<file path="config.mk">
export PLATFORM = sky130hd
export DESIGN_NAME = alu_arbiter
export DESIGN_NICKNAME = d
export VERILOG_FILES = /design/src/rtl/alu_pkg.sv /design/src/rtl/ALU_4Bit.sv /design/src/rtl/alu_arbiter.sv
export SDC_FILE = /design/constraint.sdc
export NUM_CORES = 1
export LEC_CHECK = 0
export ABC_AREA = 1
export ABC_CLOCK_PERIOD_IN_PS = 6050
export CAP_MARGIN = 5
export CORE_MARGIN = 2
export CORE_UTILIZATION = 43
export DETAILED_ROUTE_END_ITERATION = 12
export HOLD_SLACK_MARGIN = 0.08
export PLACE_DENSITY = 0.75
export SLEW_MARGIN = 20
export SYNTH_ARGS = -nofsm -noshare
export SYNTH_HDL_FRONTEND = slang
export SYNTH_SLANG_ARGS = --single-unit
</file>
<file path="constraint.sdc">
create_clock -name Clk -period 6.05 [get_ports Clk]
set_input_delay 1.21 -clock Clk [delete_from_list [all_inputs] [get_ports Clk]]
set_output_delay 1.21 -clock Clk [all_outputs]
set_load 0.05 [all_outputs]
</file>
<file path="src/rtl/alu_pkg.sv">
// Shared definitions for the ALU datapath: width, scheduler states and
// ALU Control codes.
package alu_pkg;

  localparam int ALU_W = 16;

  typedef enum logic [1:0] {
    IDLE = 2'd0,
    EXEC = 2'd1,
    RESP = 2'd2
  } state_t;

  localparam logic [1:0] OP_AND = 2'b00;
  localparam logic [1:0] OP_OR  = 2'b01;
  localparam logic [1:0] OP_ADD = 2'b10;
  localparam logic [1:0] OP_SUB = 2'b11;

endpackage

</file>
<file path="src/rtl/ALU_4Bit.sv">
// Shared combinational ALU: add/sub with carry/borrow, bitwise and/or.
module ALU_4Bit
  import alu_pkg::*;
(
  input  logic [1:0]       Control,
  input  logic [ALU_W-1:0] A,
  input  logic [ALU_W-1:0] B,
  output logic [ALU_W-1:0] nBitOut,
  output logic             CB
);

  logic [ALU_W:0] ext;

  // NOTE: every always_comb output gets a default first so no path can infer a latch.
  always_comb begin
    ext = '0;
    case (Control)
      OP_ADD:  ext = {1'b0, A} + {1'b0, B};
      // The extra MSB of a widened subtraction is the borrow (set when A < B).
      OP_SUB:  ext = {1'b0, A} - {1'b0, B};
      OP_AND:  ext = {1'b0, A & B};
      default: ext = {1'b0, A | B};
    endcase
  end

  assign nBitOut = ext[ALU_W-1:0];
  assign CB      = ext[ALU_W];

endmodule

</file>
<file path="src/rtl/alu_arbiter.sv">
// Round-robin scheduler granting the shared ALU to one of two requesters,
// registering its operands and returning the result via a held response.
module alu_arbiter
  import alu_pkg::*;
#(
  parameter int WIDTH = 16,
  parameter int CNT_W = 16
) (
  input  logic             Clk,
  input  logic             Reset,
  input  logic [1:0]       ReqValid,
  output logic [1:0]       ReqReady,
  input  logic [1:0]       ReqOp0,
  input  logic [1:0]       ReqOp1,
  input  logic [WIDTH-1:0] ReqA0,
  input  logic [WIDTH-1:0] ReqA1,
  input  logic [WIDTH-1:0] ReqB0,
  input  logic [WIDTH-1:0] ReqB1,
  output logic             RspValid,
  input  logic             RspReady,
  output logic             RspId,
  output logic [WIDTH-1:0] RspData,
  output logic             RspCB,
  output logic [CNT_W-1:0] OpCount
);

  if (WIDTH != ALU_W) begin : g_width_check
    $error("alu_arbiter: WIDTH must equal ALU_W");
  end

  state_t           state, next_state;
  logic             Prio;
  logic             IdReg;
  logic [1:0]       OpReg;
  logic [WIDTH-1:0] AReg, BReg;
  logic             grant;
  logic             req_fire, rsp_fire;
  logic [WIDTH-1:0] alu_out;
  logic             alu_cb;

  // A lone valid requester wins outright; on contention Prio decides.
  always_comb begin
    if (ReqValid == 2'b10)      grant = 1'b1;
    else if (ReqValid == 2'b01) grant = 1'b0;
    else                        grant = Prio;
  end

  always_comb begin
    next_state = state;
    ReqReady   = '0;
    req_fire   = 1'b0;
    rsp_fire   = 1'b0;
    case (state)
      IDLE: begin
        if (|ReqValid && !Reset) begin
          ReqReady[grant] = 1'b1;
          req_fire        = 1'b1;
          next_state      = EXEC;
        end
      end
      EXEC: next_state = RESP;
      RESP: begin
        if (RspReady) begin
          rsp_fire   = 1'b1;
          next_state = IDLE;
        end
      end
      default: next_state = IDLE;
    endcase
  end

  // NOTE: sequential state uses non-blocking assignments so every register samples pre-edge values.
  always_ff @(posedge Clk or posedge Reset) begin
    if (Reset) state <= IDLE;
    else       state <= next_state;
  end

  always_ff @(posedge Clk or posedge Reset) begin
    if (Reset) begin
      Prio    <= 1'b0;
      IdReg   <= 1'b0;
      OpReg   <= '0;
      AReg    <= '0;
      BReg    <= '0;
      RspData <= '0;
      RspCB   <= 1'b0;
      OpCount <= '0;
    end else begin
      if (req_fire) begin
        IdReg <= grant;
        OpReg <= grant ? ReqOp1 : ReqOp0;
        AReg  <= grant ? ReqA1  : ReqA0;
        BReg  <= grant ? ReqB1  : ReqB0;
      end
      if (state == EXEC) begin
        RspData <= alu_out;
        RspCB   <= alu_cb;
      end
      if (rsp_fire) begin
        OpCount <= OpCount + CNT_W'(1);
        Prio    <= ~IdReg;
      end
    end
  end

  ALU_4Bit u_alu (
    .Control (OpReg),
    .A       (AReg),
    .B       (BReg),
    .nBitOut (alu_out),
    .CB      (alu_cb)
  );

  assign RspValid = (state == RESP);
  assign RspId    = IdReg;

endmodule

</file>
Word-level counts from Yosys, hierarchy flattened
Cells that the tools add are included.
- output and inout bits: 37
- logic and storage cells: 49
- flip-flop bits (word level): 71
- input bits: 73
- equal/unequal tests: 8
- order comparisons: 2
- add/subtract/negate cells: 3
- multiplexer cells: 17
- bitwise logic cells: 3
- reduce and logical (&&, ||, !) cells: 7
- operators with widths (cell ; count):
    case mux 17 bit (3 select lines) ; 1
    two-way mux 16 bit ; 2
    adder 16 x 16 -> 17 bit ; 1
    subtractor 16 x 16 -> 17 bit ; 1
    adder 16 x 1 -> 16 bit (second input constant) ; 1
    AND 16 bit ; 1
    OR 16 bit ; 1
    two-way mux 2 bit ; 5
    equality test 2 bit (second input constant) ; 4
    two-way mux 1 bit ; 7
    case mux 2 bit (3 select lines) ; 1
    equality test 2 x 1 -> 1 bit (second input constant) ; 2
    logical NOT 2 bit ; 2
    logical AND 1 bit ; 2
    < comparator 1 x 2 -> 1 bit (second input constant) ; 1
    inequality test 2 x 1 -> 1 bit (second input constant) ; 1
    inequality test 2 bit (second input constant) ; 1
    AND reduction 2 bit ; 1
    OR reduction 2 bit ; 1
    demux 1 bit (select 1 bit) ; 1
    greater-or-equal comparator 1 bit (second input constant) ; 1
    logical NOT 1 bit ; 1
    NOT 1 bit ; 1

Depth between registers and ports, before layout
Gate-level depths: netlist of the first run.
- depth in word-level cells: 9
- mapped depth: 20
- mapped depth without buffers: 20

By module
A second synthesis of the first run with hierarchy kept.
- cells, all modules: 779
- area, all modules: 5187.5 µm²
- modules (own cells, without submodules) (module ; instances ; seq. area each (µm²) ; area each (µm²) ; cells each):
    alu_arbiter ; 1 ; 1776.7 ; 3343.2 ; 416
    ALU_4Bit ; 1 ; 0.0 ; 1844.3 ; 363

Worst setup path before layout of the first run
No wires, ideal clock.
- path type: input -> output
- start point: input Reset
- end point: output ReqReady[1]
- data arrival time: 3816 ps
- buffers on the path: 1
- setup slack: 1024 ps
- required time: 4840 ps
- stages: 7
- cell sequence: inv_1 -> o21ai_1 -> nor2_4 -> inv_2 -> or2_4 -> clkinv_4 -> buf_6
- cells in the longest elaborated chain, start to end: 4
- RTL lines (what ; RTL line ; text):
    start: declaration ; alu_arbiter.sv:10 ; input logic Reset,
    logical NOT 1 bit (no source line) ; n/a ;
    logical AND 1 bit ; alu_arbiter.sv:55 ; if (|ReqValid && !Reset) begin
    two-way mux 2 bit ; alu_arbiter.sv:55 ;
    two-way mux 2 bit ; alu_arbiter.sv:53 ; case (state)
    end: declaration ; alu_arbiter.sv:12 ; output logic [1:0] ReqReady,
Every way passes these cells.

Worst setup path after layout of the first run
- start point: input ReqValid[1]
- end point: output ReqReady[1]
- cells in the longest elaborated chain, start to end: 9
- elaborated cells between the ends (all ways): 13
- those cells by class: order compare: 2; eq/ne: 2; mux: 6; reduce/logical: 3
- RTL lines (what ; RTL line ; text):
    start: declaration ; alu_arbiter.sv:11 ; input logic [1:0] ReqValid,
    equality test 2 x 1 -> 1 bit ; alu_arbiter.sv:44 ; else if (ReqValid == 2'b01) grant = 1'b0;
    two-way mux 1 bit ; alu_arbiter.sv:44 ;
    two-way mux 1 bit ; alu_arbiter.sv:43 ; if (ReqValid == 2'b10) grant = 1'b1;
    < comparator 1 x 2 -> 1 bit (implied by the code) / greater-or-equal comparator 1 bit (equally long branches) ; alu_arbiter.sv:56 ; ReqReady[grant] = 1'b1;
    logical AND 1 bit (implied by the code) ; alu_arbiter.sv:56 ;
    two-way mux 1 bit (implied by the code) ; alu_arbiter.sv:56 ;
    demux 1 bit (select 1 bit) ; alu_arbiter.sv:56 ;
    two-way mux 2 bit (*) ; alu_arbiter.sv:55 ;
    two-way mux 2 bit (*) ; alu_arbiter.sv:53 ;
Every way passes the cells marked *; elsewhere a longest branch is shown, timed or not.

==> results of run 1 <==
-- cell type report --
cell class | instances | area share
clock buffers | 11 | 0.0373
clock inverters | 4 | 0.0108
inverters | 104 | 0.0607
multi-input cells | 478 | 0.420
flip-flops and latches | 71 | 0.273
well taps | 143 | 0.0275
repair buffers | 112 | 0.171
-- sequential cells by signal, indices dropped and copies added, names as in the netlist --
name,cells
Prio,1
AReg,16
RspId,1
RspData,16
state,2
BReg,16
OpCount,16
RspCB,1
OpReg,2
-- through the flow --
| stage | setup WS (ns) | utilization | std cells | cell area [µm²] |
|---|---|---|---|---|
| final | 1.38 | 0.572 | 923 | 6510 |
| after floorplan | 1.02 | - | 669 | 5000 |
| after global placement | 1.44 | 0.545 | 908 | 6200 |
| after global routing | 1.30 | 0.572 | 923 | 6510 |
| after detailed placement | 1.41 | 0.545 | 908 | 6200 |
| after CTS | 1.41 | 0.572 | 923 | 6510 |
-- report_power, final --
part | total [mW] | internal, mW | switching [mW]
logic | 2.42 | 0.862 | 1.56
clock network | 0.563 | 0.368 | 0.195
registers | 0.862 | 0.666 | 0.195
total | 3.84 | 1.90 | 1.95
-- layer usage --
| metal | GRT usage | vias to the layer above |
|---|---|---|
| li1 | - | 2374 |
| met1 | 0.302 | 2246 |
| met4 | 0.0683 | 0 |
| met5 | 0 | - |
| met3 | 0.0670 | 19 |
| met2 | 0.398 | 176 |
-- logic make-up after synthesis --
kind of cell               Yosys count
and+or+nand+nor                    319
buffers and inverters              120
AOI/OAI and AO/OA                  108
DFF                                 71
xor gates and xnor gates            26
adders and majority gates           21
muxes                                4
-- worst reg2reg max path: stages (launching register included) --
cell and delay [ns]:
sky130_fd_sc_hd__dfrtp_1 0.72, sky130_fd_sc_hd__nand2_2 0.30, sky130_fd_sc_hd__inv_1 0.30, sky130_fd_sc_hd__a21oi_1 0.09, sky130_fd_sc_hd__nor2_2 0.17, sky130_fd_sc_hd__o21ai_2 0.13, sky130_fd_sc_hd__nor2_2 0.11, sky130_fd_sc_hd__xor2_1 0.17
sky130_fd_sc_hd__ha_1 0.31, sky130_fd_sc_hd__nand2_1 0.18, sky130_fd_sc_hd__inv_1 0.05, sky130_fd_sc_hd__nand2_1 0.06, sky130_fd_sc_hd__nand2_1 0.05, sky130_fd_sc_hd__a21oi_1 0.17, sky130_fd_sc_hd__nand2_1 0.08, sky130_fd_sc_hd__nand2_1 0.07
sky130_fd_sc_hd__nand3_1 0.07, sky130_fd_sc_hd__a21oi_1 0.15
-- layout by cell type (no fill, tap or decap), types with 8 or more instances in the layout --
cell type                           n
sky130_fd_sc_hd__a21oi_1           27
sky130_fd_sc_hd__clkbuf_16          9
sky130_fd_sc_hd__clkdlybuf4s50_1  109
sky130_fd_sc_hd__dfrtp_1           71
sky130_fd_sc_hd__ha_1              20
sky130_fd_sc_hd__inv_1             95
sky130_fd_sc_hd__nand2_1          199
sky130_fd_sc_hd__nand3_1           35
sky130_fd_sc_hd__nor2_1            46
sky130_fd_sc_hd__nor2_2             8
sky130_fd_sc_hd__o211ai_1          10
sky130_fd_sc_hd__o211ai_2          26
sky130_fd_sc_hd__o21ai_0           25
sky130_fd_sc_hd__xor2_1            20
-- final timing paths --
| check | slack (ns) | from | end |
|---|---|---|---|
| max | 1.38 | ReqValid[1] | ReqReady[1] |
| min | 0.49 | RspCB | RspCB |
| max reg2reg | 2.79 | OpReg[1] | RspData[13] |
| min reg2reg | 0.49 | RspCB | RspCB |
| max in group asynchronous | 3.93 | Reset | RspData[3] |
| min in group asynchronous | 1.52 | Reset | OpCount[12] |
==> run summary, run 1 <==
The simple logic cell fraction of the synthesized area was 0.274. In the post-synthesis netlist, the biggest area contributors are sky130_fd_sc_hd__dfrtp_1 (36%), sky130_fd_sc_hd__nand2_1 (15%), sky130_fd_sc_hd__inv_1 (7.2%). Summing all flip-flop and latch instances after layout gives 1780 µm².

The tools report the tightest slew margin relative to the limit as 0.334. The number of different library cells used by synthesis comes to 45. For the number of design rule violations left after detail routing, the log shows 0.

Synthesized-area fraction occupied by ao, oa, aoi and oai cells: 0.164. The number of violations of the max-capacitance limit is 0. Each instance of the synthesized netlist takes up on average 7.48 µm². The number of violations reported at the end of detailed-routing iteration 0 is 339, and the multiplexer share of the synthesized area is 0.00800. The critical path is of the in2out type. The number of failing setup endpoints in the final timing report was 0; the total overflow reported by the global router was 0. The data arrival time of the worst path came out at 3.46 ns.

The detail-routed net length per standard cell was 15.2 µm. The repair_antennas step left the layout with diodes totalling 0. The tools report the total I/O pin count as 110. The count of nets left with antenna violations after detail routing was 0. In this run the cell area of the synthesized design comes to 5000 µm².

In the routed layout, each cell is associated on average with a via count of 5.22. The number of global-route vias before repair came out at 5015. The number of hold violations in the final report was 0. Fraction of final layout cells sized beyond drive strength 1: 0.0936. The horizontal die dimension is 112 µm, and the post-CTS repair timing setup buffer count is 0.

Summed over all instances, the cell type with the most area after synthesis is sky130_fd_sc_hd__dfrtp_1. Setup repair after global routing left no endpoint under its margin. At the pin with the least slew margin, the transition time is 0.996 ns. Summed over all nets, wire length on met2 after detailed routing comes to 6590 µm. The sequential area share after synthesis came out at 0.355. The routed layout has 4815 vias.

After detailed routing, the wire length on met1 is 6010 µm. The most frequent cell after synthesis was sky130_fd_sc_hd__nand2_1. The fraction of the cycle the final worst path needs was 0.771.

Traced cell by cell, the critical path runs through clkdlybuf4s50_1 -> nand2_1 -> nand2_1 -> o21ai_0 -> or2_4 -> clkinv_4 -> clkdlybuf4s50_1. The logs give 0.485 ns for the worst hold slack and 3.17 nW for the leakage power of the design. The kind of cell with the highest combined delay along the critical path is buffers and inverters. The run gives 1037 as the final-layout fill cell count.

On the critical path, the stage with the largest delay is an instance of sky130_fd_sc_hd__clkdlybuf4s50_1. The kind of launch point of the worst setup path was an input pin. The area overhead of the layout relative to synthesis was 30.1%; the number of flops mapped to enable cells by yosys was 0.

The biggest cell delay along the critical path came out at 0.85 ns. For the worst voltage drop across the vdd grid, the log shows 0.286 mV. TritonCTS built the clock tree. When the netlist entered floorplanning its net count stood at 763. In this run the standard cell core region covers 11400 µm². At the end of routability-driven placement, the weighted congestion stood at 0.902. Area of the multi-input gates: 2730 µm². Among all flip-flop cells after synthesis, the most frequent one is sky130_fd_sc_hd__dfrtp_1. The run finished with clean final reports. The count of clock tree sinks was 71. The clock arrives with 0.00504 ns of skew. The post-synthesis share of cell area spent on full adders, half adders and majority gates is 0.0540.

The logic depth of the worst path, buffers included came out at 7. The timing-limited maximum frequency was 214 MHz. The synthesized design contains 71 register bits.

Number of clock buffers inserted by TritonCTS: 9. From bottom edge to top edge, the die measures 112 µm. The Yosys warning count came out at 0. Buffers placed on the I/O ports in this run total 109. Highest metal layer used by the detailed router: met4. For the final routed database, the setup TNS stands at 0 ns.

In the detailed route, the total length drawn on met3 is 1190 µm. For the max-slew violation count, the log shows 0. For the number of buffers between clock root and the deepest sink, the log shows 2. For this design the ratio of total power to cell area is 591 nW/µm². The worst register-to-register path has a depth of 17.

Buffering stage count on the worst path with inverters included: 3. The run gives 10900 µm as the HPWL reported at the end of detailed placement. After synthesis, the most frequently instantiated cells are sky130_fd_sc_hd__nand2_1 (199), sky130_fd_sc_hd__inv_1 (96), sky130_fd_sc_hd__dfrtp_1 (71), sky130_fd_sc_hd__nor2_1 (46), sky130_fd_sc_hd__nand3_1 (35). After floorplanning, the core was divided into 39 placement rows.

After layout, the design draws a total of 3.84 mW. Along the worst path, the maximum fanout reaches 35. The proportion of register bits with asynchronous set or reset after synthesis is 1.00, and the number of antenna violations at the first check in global routing is 0.

The post-cts hold buffer count is 0, and the net count reported at finish is 870. Share of Yosys cell area claimed by the top area cell type: 0.355. The tools report the combined global-route utilization of all metal layers as 0.238.

Post-CTS repair changed the size of 0 cells. The largest family of logic cells by synthesized area is simple AND/OR/NAND/NOR gates. The clock-pin slew reported for the worst setup and hold paths after clock tree synthesis works out to 0.05 ns. Type of destination of the critical path: a primary output.

The clock tree synthesis step divided the H-tree into 3 levels. At the later pin of the worst-skew pair, clock insertion delay measures 0.34 ns. The final period demand of the worst path was 4.67 ns. The tightest min-delay check is of the reg2reg type. The first global-routing pass estimated 24000 µm of wire. The effective utilization at floorplan is 0.440. The xor and xnor area share after synthesis came out at 0.0455. The maximum number of pins on one net before global-route repair came out at 72. In this run the clock root is driven by a sky130_fd_sc_hd__clkbuf_16. The cell count after synthesis came out at 669. For the length of the first detailed-routing pass in iterations, the log shows 5. The final layout contains routed wiring with a total length of 14000 µm. The die covers 12500 µm².

STA puts the critical path data required time at 4.84 ns. The count of cells along the worst hold path works out to 2.
No activity file was read; power rests on OpenSTA's default activity.
==> inputs of run 2 (changes only) <==
--- a/config.mk
+++ b/config.mk
@@ -6,13 +6,13 @@
 export NUM_CORES = 1
 export LEC_CHECK = 0
 export ABC_AREA = 1
-export ABC_CLOCK_PERIOD_IN_PS = 6050
+export ABC_CLOCK_PERIOD_IN_PS = 4050
 export CAP_MARGIN = 5
 export CORE_MARGIN = 2
 export CORE_UTILIZATION = 43
 export DETAILED_ROUTE_END_ITERATION = 12
 export HOLD_SLACK_MARGIN = 0.08
-export PLACE_DENSITY = 0.75
+export PLACE_DENSITY = 0.77
 export SLEW_MARGIN = 20
 export SYNTH_ARGS = -nofsm -noshare
 export SYNTH_HDL_FRONTEND = slang
==> constraint.sdc (replaced) <==
create_clock -name Clk -period 4.05 [get_ports Clk]
set_input_delay 0.81 -clock Clk [delete_from_list [all_inputs] [get_ports Clk]]
set_output_delay 0.81 -clock Clk [all_outputs]
set_load 0.05 [all_outputs]
==> run summary, run 2 (same netlist as run 1, synthesis figures left out) <==
The run finished with clean final reports. The number of vias in the routed layout was 4832 (+0.35%); the clock insertion delay at the later pin of the skew report was 0.34 ns (about the same). The number of global-route vias before repair is 4891 (-2.5%), and the final worst-path setup slack is 0.863 ns (-0.522 ns). The leading cell type in the layout, fill and taps excluded is sky130_fd_sc_hd__nand2_1. The area of the core was 11400 µm² (unchanged). The power density of the placed cells was 905 nW/µm² (+53%).

The per-cell via count in the routed design is 5.23 (+0.24%). The number of antenna repair diodes is 0 (unchanged), and the worst setup slack before clock tree synthesis is 0.852 ns (-0.559 ns). For the max-slew violation count, the log shows 0 (unchanged).

The logs give 0 ns (unchanged) for the accumulated negative setup slack and 39 (unchanged) for the number of cell rows. The total overflow reported by the global router is 0 (unchanged). The length of the first detailed-routing pass in iterations came out at 5 (unchanged). The run gives 3.20 nW (+0.72%) as the leakage power of the design. The final routed wirelength across all metal layers is 14300 µm (+2.0%). The detail-routed net length per standard cell is 15.5 µm (+1.9%), and the worst hold slack is 0.483 ns (-0.00190 ns). The data arrival time of the worst path is 3.42 ns (-0.04 ns), and the final period demand of the worst path is 3.19 ns. The total of buffers placed on input and output ports was 109 (unchanged). Worst voltage drop across the vdd grid: 0.494 mV (+72%).

The final weighted congestion of routability-driven global placement was 0.934 (+3.6%). The worst setup path is launched from a register. The classification of the worst setup path was reg2reg.

The clock-pin slew reported for the worst setup and hold paths after clock tree synthesis was 0.06 ns (about the same). The timing-limited maximum frequency came out at 314 MHz. The pin slew with the least headroom to its limit was 0.954 ns (-0.0418 ns). The type of destination of the critical path is a register. For the tightest slew margin relative to the limit, the log shows 0.362 (+0.0280). The horizontal die dimension works out to 112 µm (unchanged). The combined global-route utilization of all metal layers is 0.239 (+0.000775). The number of clock buffers inserted by TritonCTS is 9 (unchanged), and the total I/O pin count is 110 (unchanged). Die footprint: 12500 µm² (unchanged).

The tools report the final design instance area without fill as 6560 µm² (+0.85%). The maximum number of pins on one net before global-route repair is 72 (unchanged). The overall power after layout is 5.94 mW (+54%), and the number of antenna violations at the first check in global routing is 0 (unchanged). The path class of the tightest hold or removal check is reg2reg. The fraction of final layout cells sized beyond drive strength 1 is 0.0986 (+0.00500), and the die span in y is 112 µm (unchanged). The tools report the deepest level of the CTS H-tree as 3 (unchanged). TritonCTS built the clock tree. The fraction of the cycle the final worst path needs came out at 0.787. The run gives 2 (unchanged) as the number of buffers between clock root and the deepest sink. In the layout the commonest cells are sky130_fd_sc_hd__nand2_1 (199), sky130_fd_sc_hd__clkdlybuf4s50_1 (107), sky130_fd_sc_hd__inv_1 (95). The area growth from synthesis to layout is 31.2%. The post-placement cell area is 6210 µm² (+0.18%), and the final worst clock skew is 0.00709 ns (+0.00205 ns). Number of hold violations in the final report: 0 (unchanged). For the number of violations reported at the end of detailed-routing iteration 0, the log shows 290 (-14%). Count of nets left with antenna violations after detail routing: 0 (unchanged). The run gives 0 (unchanged) as the post-cts repair resize count.

The library cell used as clock root buffer was sky130_fd_sc_hd__clkbuf_16. For the first-pass GRT wire length, the log shows 23900 µm (-0.15%). Number of violations of the max-capacitance limit: 0 (unchanged). The final non-filler cell total came out at 924 (+0.11%).

The run gives 0 (unchanged) as the post-CTS repair timing setup buffer count. The post-cts hold buffer count came out at 0 (unchanged). The count of clock tree sinks was 71 (unchanged); the number of placed instances with taps included was 908 (unchanged). The effective utilization at floorplan was 0.440 (unchanged). The run gives 10800 µm (-0.39%) as the HPWL reported at the end of detailed placement. The required time of the worst setup path came out at 4.28 ns (-0.56 ns). The final standard cell utilization of the core came out at 0.577 (+0.00484).

The peak fanout along the critical path is 13 (-63%), and the number of design rule violations left after detail routing is 0 (unchanged). The number of failing setup endpoints in the final timing report is 0 (unchanged). Setup repair after global routing left no endpoint under its margin.

The net count reported at finish is 870 (unchanged).
-- run 2: worst max-delay path: stages, from the launching register on --
cell and delay (ns):
sky130_fd_sc_hd__dfrtp_1 0.69, sky130_fd_sc_hd__nand2_2 0.28, sky130_fd_sc_hd__inv_1 0.29, sky130_fd_sc_hd__a21oi_1 0.09, sky130_fd_sc_hd__nor2_2 0.17, sky130_fd_sc_hd__o21ai_2 0.13
sky130_fd_sc_hd__nor2_2 0.12, sky130_fd_sc_hd__xor2_1 0.16, sky130_fd_sc_hd__ha_1 0.31, sky130_fd_sc_hd__a21oi_1 0.23, sky130_fd_sc_hd__o21ai_0 0.11, sky130_fd_sc_hd__a21oi_1 0.22
sky130_fd_sc_hd__nand3_1 0.11, sky130_fd_sc_hd__nand3_1 0.10, sky130_fd_sc_hd__nand2_1 0.06
-- run 2: final timing paths --
path	end	slack, ns	from	cells after the start
setup / recovery	RspCB	0.86	OpReg[1]	14
hold / removal	RspData[3]	0.48	RspData[3]	2
setup reg to reg	RspCB	0.86	OpReg[1]	14
hold reg to reg	RspData[3]	0.48	RspData[3]	2
max in group asynchronous	RspCB	2.33	Reset	3
min in group asynchronous	Prio	1.13	Reset	3
-- run 2: power by group --
part	internal, mW	total [mW]	switching (mW)
logic	1.29	3.68	2.39
registers	0.995	1.30	0.306
clock network	0.635	0.958	0.323
-- run 2: metal layers --
layer	wire length (µm)	track usage
met1	6190	0.305
met2	6910	0.403
met3	963	0.0512
met4	248	0.0815
met5	0	0
-- run 2: cell type report --
type / count / area, µm²
clock buffers: 11 / 253
inverters: 104 / 399
clock inverters: 5 / 104
repair buffers: 112 / 1120
well taps: 143 / 179
flip-flops and latches: 71 / 1780
fillers: 1064 / 4810
multi-input cells: 478 / 2730
